[src/rtl/div_unit.sv]
// div_unit: iterative radix-2 restoring divider for the EX stage.
// Produces {remainder, quotient} for DIV/DIVU and stalls F/D/E while busy.
//
// Ports:
//   clk          rising-edge clock
//   rst          asynchronous active-low reset
//   alucontrolE  EX-stage op code; EXE_DIV_OP / EXE_DIVU_OP start the unit
//   srcaE        dividend (rs)
//   srcbE        divisor (rt)
//   advanceE     EX instruction leaves EX this cycle
//   flushE       EX instruction cancelled
//   div_stall    combinational stall request for F/D/E
//   div_ready    div_result valid for the current EX instruction
//   div_result   {remainder, quotient}
//
// Build option: define DIV_ZERO_FAST_EN to finish a zero-divisor op in one
// cycle instead of running the full iteration count.
module div_unit #(
    parameter int         WIDTH       = 32,
    parameter int         CNT_W       = 6,
    parameter logic [7:0] EXE_DIV_OP  = 8'b0001_1010,
    parameter logic [7:0] EXE_DIVU_OP = 8'b0001_1011
) (
    input  logic               clk,
    input  logic               rst,
    input  logic [7:0]         alucontrolE,
    input  logic [WIDTH-1:0]   srcaE,
    input  logic [WIDTH-1:0]   srcbE,
    input  logic               advanceE,
    input  logic               flushE,
    output logic               div_stall,
    output logic               div_ready,
    output logic [2*WIDTH-1:0] div_result
);

`ifdef DIV_ZERO_FAST_EN
    localparam bit FAST_ZERO = 1'b1;
`else
    localparam bit FAST_ZERO = 1'b0;
`endif

    localparam logic [CNT_W-1:0] LAST = CNT_W'(WIDTH - 1);

    typedef enum logic [1:0] {
        IDLE,
        BUSY,
        DONE
    } state_t;

    state_t state, state_n;

    logic [CNT_W-1:0] cnt;
    logic [WIDTH-1:0] rem;
    logic [WIDTH-1:0] dvd;
    logic [WIDTH-1:0] dvs;
    logic [WIDTH-1:0] a_raw;
    logic             sgn;
    logic             sign_q;
    logic             sign_r;
    logic             dvs_zero;

    logic             is_div;
    logic             is_signed;
    logic             start;
    logic             step;
    logic             fast_done;
    logic [WIDTH-1:0] a_abs;
    logic [WIDTH-1:0] b_abs;

    logic [WIDTH:0]   rem_sh;
    logic [WIDTH:0]   rem_sub;
    logic             ge;
    logic [WIDTH-1:0] rem_n;
    logic [WIDTH-1:0] dvd_n;
    logic [WIDTH-1:0] q_fix;
    logic [WIDTH-1:0] r_fix;
    logic [2*WIDTH-1:0] res_n;
    logic [2*WIDTH-1:0] zero_res;

    assign is_div    = (alucontrolE == EXE_DIV_OP) |
                       (alucontrolE == EXE_DIVU_OP);
    assign is_signed = (alucontrolE == EXE_DIV_OP);

    // Gated by reset so every output reads 0 while reset is held.
    assign div_stall = rst & is_div & ~flushE & (state != DONE);
    assign div_ready = (state == DONE);

    assign start     = (state == IDLE) & is_div & ~flushE;
    assign step      = (state == BUSY) & is_div & ~flushE;
    assign fast_done = FAST_ZERO & (srcbE == '0);

    assign a_abs = (is_signed & srcaE[WIDTH-1]) ? -srcaE : srcaE;
    assign b_abs = (is_signed & srcbE[WIDTH-1]) ? -srcbE : srcbE;

    // One restoring step: the partial remainder needs one extra bit
    // after the shift before it is compared against the divisor.
    assign rem_sh  = {rem, dvd[WIDTH-1]};
    assign rem_sub = rem_sh - {1'b0, dvs};
    assign ge      = (rem_sh >= {1'b0, dvs});
    assign rem_n   = ge ? rem_sub[WIDTH-1:0] : rem_sh[WIDTH-1:0];
    assign dvd_n   = {dvd[WIDTH-2:0], ge};

    assign q_fix = (sgn & sign_q) ? -dvd_n : dvd_n;
    assign r_fix = (sgn & sign_r) ? -rem_n : rem_n;

    assign zero_res = {a_raw, {WIDTH{1'b1}}};
    assign res_n    = dvs_zero ? zero_res : {r_fix, q_fix};

    always_comb begin
        state_n = state;
        unique case (state)
            IDLE: begin
                if (start) begin
                    state_n = fast_done ? DONE : BUSY;
                end
            end
            BUSY: begin
                if (flushE | ~is_div) begin
                    state_n = IDLE;
                end else if (cnt == LAST) begin
                    state_n = DONE;
                end
            end
            DONE: begin
                if (flushE | advanceE) begin
                    state_n = IDLE;
                end
            end
            default: state_n = IDLE;
        endcase
    end

    always_ff @(posedge clk or negedge rst) begin
        if (!rst) begin
            state      <= IDLE;
            cnt        <= '0;
            rem        <= '0;
            dvd        <= '0;
            dvs        <= '0;
            a_raw      <= '0;
            sgn        <= 1'b0;
            sign_q     <= 1'b0;
            sign_r     <= 1'b0;
            dvs_zero   <= 1'b0;
            div_result <= '0;
        end else begin
            state <= state_n;
            if (start) begin
                dvd      <= a_abs;
                dvs      <= b_abs;
                a_raw    <= srcaE;
                sgn      <= is_signed;
                sign_q   <= srcaE[WIDTH-1] ^ srcbE[WIDTH-1];
                sign_r   <= srcaE[WIDTH-1];
                dvs_zero <= (srcbE == '0);
                rem      <= '0;
                cnt      <= '0;
                if (fast_done) begin
                    div_result <= {srcaE, {WIDTH{1'b1}}};
                end
            end else if (step) begin
                rem <= rem_n;
                dvd <= dvd_n;
                cnt <= cnt + 1'b1;
                if (cnt == LAST) begin
                    div_result <= res_n;
                end
            end
        end
    end

endmodule

[config.mk]
export PLATFORM = sky130hd
export DESIGN_NAME = div_unit
export DESIGN_NICKNAME = d
export VERILOG_FILES = /design/src/rtl/div_unit.sv
export SDC_FILE = /design/constraint.sdc
export NUM_CORES = 1
export LEC_CHECK = 0
export ABC_AREA = 1
export BUFFER_PORTS_ARGS = -buffer_cell sky130_fd_sc_hd__buf_4
export CAP_MARGIN = 40
export CORE_MARGIN = 4
export CORE_UTILIZATION = 53
export DETAILED_ROUTE_END_ITERATION = 7
export PLACE_DENSITY = 0.78
export SETUP_SLACK_MARGIN = 0.2
export SYNTH_ARGS = -nofsm -noshare
export SYNTH_HDL_FRONTEND = slang
export SYNTH_SLANG_ARGS = --single-unit
[constraint.sdc]
create_clock -name clk -period 3.9 [get_ports clk]
set_input_delay 0.585 -clock clk [delete_from_list [all_inputs] [get_ports clk]]
set_output_delay 0.585 -clock clk [all_outputs]
set_load 0.05 [all_outputs]
==> out/summary.txt <==
CTS tree = done
arrival time of data at the critical path endpoint = 4.02 ns
via count of the first global-routing pass = 14900
worst reg2reg setup slack = 0.32 ns
Die Span Y = 175 microns
detail-routed via count per cell = 5.72
drt total wl = 53300 microns
slowest cell on the critical path = dfrtp_1
dominant register cell in the synthesized netlist = dfrtp_1
Most common cell on crit path = nand2_1
actual slew at the worst max-slew pin = 0.851 ns
run status = finished, final reports clean
unrepaired setup endpoints after global routing = yes
Pins Over Slew Limit = 0
insertion delay to the later sink of the worst-skew pair = 0.55 ns
Avg WL per Cell = 19.4 microns
top cells by instance count after synthesis = nand2_1 (655), inv_1 (325), dfrtp_1 (203), nor2_1 (188), o21ai_0 (127)
number of routed nets with antenna violations = 0
wire length of the first global-routing pass = 82800 microns
total power divided by cell area = 351 nW/um^2
num ports = 142
Placer Congestion = 1.07
x dimension of the die = 175 microns
number of synthesized flops with an enable pin = 0
kind of capture point of the worst setup path = register
Synthesis Warnings = 0
final standard cell utilization of the core = 64.1%
worst clock skew = 0.0235 ns
IR drop worst, VDD = 311 uV
number of cell rows = 60
total setup violations reported at the end of the flow = 0
via count = 15700
delay of the slowest cell on the worst path = 0.41 ns
sum of net half-perimeters after detailed placement = 40600 microns
clock root buffer = clkbuf_16
I/O Buffers = 141
clock transition at the register clock pins on the worst setup and hold paths after CTS = 0.07 ns
worst-path fanout max = 4
cells taking the most area after synthesis = dfrtp_1 (34%), nand2_1 (17%), inv_1 (8.3%), nor2_1 (4.8%), o21ai_0 (4.3%)
initial antenna violation count = 0
total of max-cap violations = 0
number of optimization iterations in the first detailed-route pass = 6
Post-Synthesis Cell Area = 14800 sq um
number of synthesized register bits = 203
total leakage power = 9.20 nW
sum of negative setup slack = 0 ns
Fmax = 0.279 GHz
number of buffers on the longest clock path = 3
Sinks on Clock Net = 203
P&R area growth vs syn = 18.0%
overflow left after global routing = 0
fraction of the yosys area taken by sequential cells = 34.4%
deepest level of the CTS H-tree = 1
largest net degree at the start of global routing = 88
share of the clock period used by the worst path = 91.9%
post-route minimum period = 3.58 ns
global-route usage over all layers = 33.9%
ys async rst share = 100%
biggest area consumer among synthesized cells = dfrtp_1
Cells after Synth = 2206
destination of the critical timing path = div_result[26]$_DFFE_PN0P_
reg-to-reg startpoint = rem[7]$_DFFE_PN0P_
startpoint of the most critical setup path = rem[7]$_DFFE_PN0P_
Total Die Area = 30600 sq um
CP Launch Type = register
core area = 27200 sq um
Initial Util = 54.4%
total DRC errors in the routed layout = 0
Worst R2R Path Depth = 23
most instantiated library cell after synthesis = nand2_1
Final Hold Vio Count = 0
average instance area after synthesis = 6.70 sq um
cells along the critical path = ha_2, nand2_1, nand2_1, inv_1, nand2_1, clkinv_1, nand3_4, nand2_4, nand2_4, a21oi_4, ha_4, nand4_1, nor4_2, buf_4, nand3_2, nor3_2, buf_4, nand2_1, nor4_2, nor2_1, xor2_1, o22ai_1, inv_1
r2r endpoint = div_result[26]$_DFFE_PN0P_
required arrival time at the worst endpoint = 4.33 ns
max_slew headroom = 43.3%
count of distinct cell types in the synthesized netlist = 62
Num CTS Buffers = 24
top-area cell type share of the netlist area = 34.4%
worst setup path category = reg -> reg
share of post-route cells with drive strength above 1 = 15.7%
number of DRC violations after detailed-routing iteration 0 = 1784
Nets = 2464
number of nets in the synthesized netlist = 2320
class of the most critical hold timing path = in -> async
worst max-delay path, delay by kind of cell (launching register included):
kind            cells  cell delay, ns
xor+xnor            1            0.15
flops               1            0.41
fa+ha+maj           2            0.50
buf+inv             5            0.52
simple gates       13            1.52
compound gates      2            0.35
per-stage QoR:
step / cells / setup WS [ns] / hold slack (ns) / cell area [sq um] / total power, mW
after floorplan: 2206 / 0.346 / 0.289 / 14800 / 3.25
after global placement: 2688 / 0.253 / 0.464 / 16300 / 3.71
after detailed placement: 2690 / 0.229 / 0.467 / 16300 / 3.73
after CTS: 2734 / 0.253 / 0.0542 / 17200 / 6.08
after global routing: 2740 / 0.0637 / 0.0806 / 17400 / 6.40
final: 2741 / 0.315 / 0.0338 / 17400 / 6.12
sequential cells by signal, summed over array words and instances, names as in the netlist:
signal	count
a_raw	32
cnt	6
div_result	64
dvd	32
dvs	32
dvs_zero	1
rem	32
sgn	1
sign_q	1
state	2
cell usage in the layout, fill, tap and decap left out, drive strengths merged, types with 3 or more instances in the layout:
cell	instances
nand2	690
inv	336
nor2	220
dfrtp	203
buf	188
nand3	137
o21ai	136
a21oi	108
xor2	49
nor3	39
ha	37
clkbuf	32
o22ai	29
nand4	22
nor4	16
xnor2	13
clkinv	13
or2	10
o211ai	10
o31ai	8
a311oi	6
o221ai	5
nand3b	5
a31oi	5
o2111ai	5
o21a	4
o22a	4
a32oi	4
o21bai	3
and2	3
a2bb2oi	3
a211oi	3
a22o	3
a221oi	3
kinds of logic (layout without fill, tap and decap cells):
| family | count (synthesis) | count (layout) | share of synthesized area [%] |
|---|---|---|---|
| other cells | 0 | 1 | 0 |
| compound gates | 348 | 348 | 13.7 |
| buf+inv | 411 | 573 | 10.9 |
| xor+xnor | 62 | 62 | 3.67 |
| simple gates | 1144 | 1144 | 34.1 |
| flops | 203 | 203 | 34.4 |
| fa+ha+maj | 38 | 38 | 3.27 |
how the worst min path moves through the flow:
stage	startpoint	endpoint	slack, ns	cells after the start
2_1_floorplan	rst	a_raw[0]$_DFFE_PN0P_	0.29	0
3_3_place_gp	a_raw[11]$_DFFE_PN0P_	a_raw[11]$_DFFE_PN0P_	0.46	2
3_5_place_dp	a_raw[15]$_DFFE_PN0P_	a_raw[15]$_DFFE_PN0P_	0.47	2
4_1_cts	rst	dvs[22]$_DFFE_PN0P_	0.05	1
5_1_grt	rst	dvs[22]$_DFFE_PN0P_	0.08	1
6_report	rst	dvs[26]$_DFFE_PN0P_	0.03	1
where the power goes:
| group | leakage, nW | switching (mW) | internal (mW) | total [mW] |
|---|---|---|---|---|
| Clock | 0.401 | 0.982 | 1.36 | 2.34 |
| Sequential | 2.58 | 0.0928 | 2.22 | 2.31 |
| Combinational | 6.22 | 0.984 | 0.479 | 1.46 |
layout make-up:
| class | instances | area (sq um) |
|---|---|---|
| Antenna cell | 1 | 2.50 |
| Clock buffer | 31 | 677 |
| Clock inverter | 13 | 135 |
| Fill cell | 2548 | 9740 |
| Inverter | 340 | 1280 |
| Multi-Input combinational cell | 1592 | 8320 |
| Sequential cell | 203 | 5080 |
| Tap cell | 372 | 465 |
| Timing Repair Buffer | 189 | 1480 |
per-layer routing:
| metal | track usage [%] | vias up | wire length, microns |
|---|---|---|---|
| met1 | 47.7 | 7350 | 22200 |
| met4 | 12.1 | 0 | 2230 |
| met3 | 5.08 | 126 | 5090 |
| li1 | - | 7365 | - |
| met2 | 53.6 | 837 | 23800 |
| met5 | 0 | - | 0 |
what timing repair did:
action                                  4_1_cts  5_1_grt
buffers inserted                              0        5
endpoints found under the hold margin         0        0
endpoints found under the setup margin        2       19
resized for setup                             1       39
pin swaps                                     0        4
hold buffers                                  0        0
gates cloned                                  0        0
(Power assumes the default switching activity.)
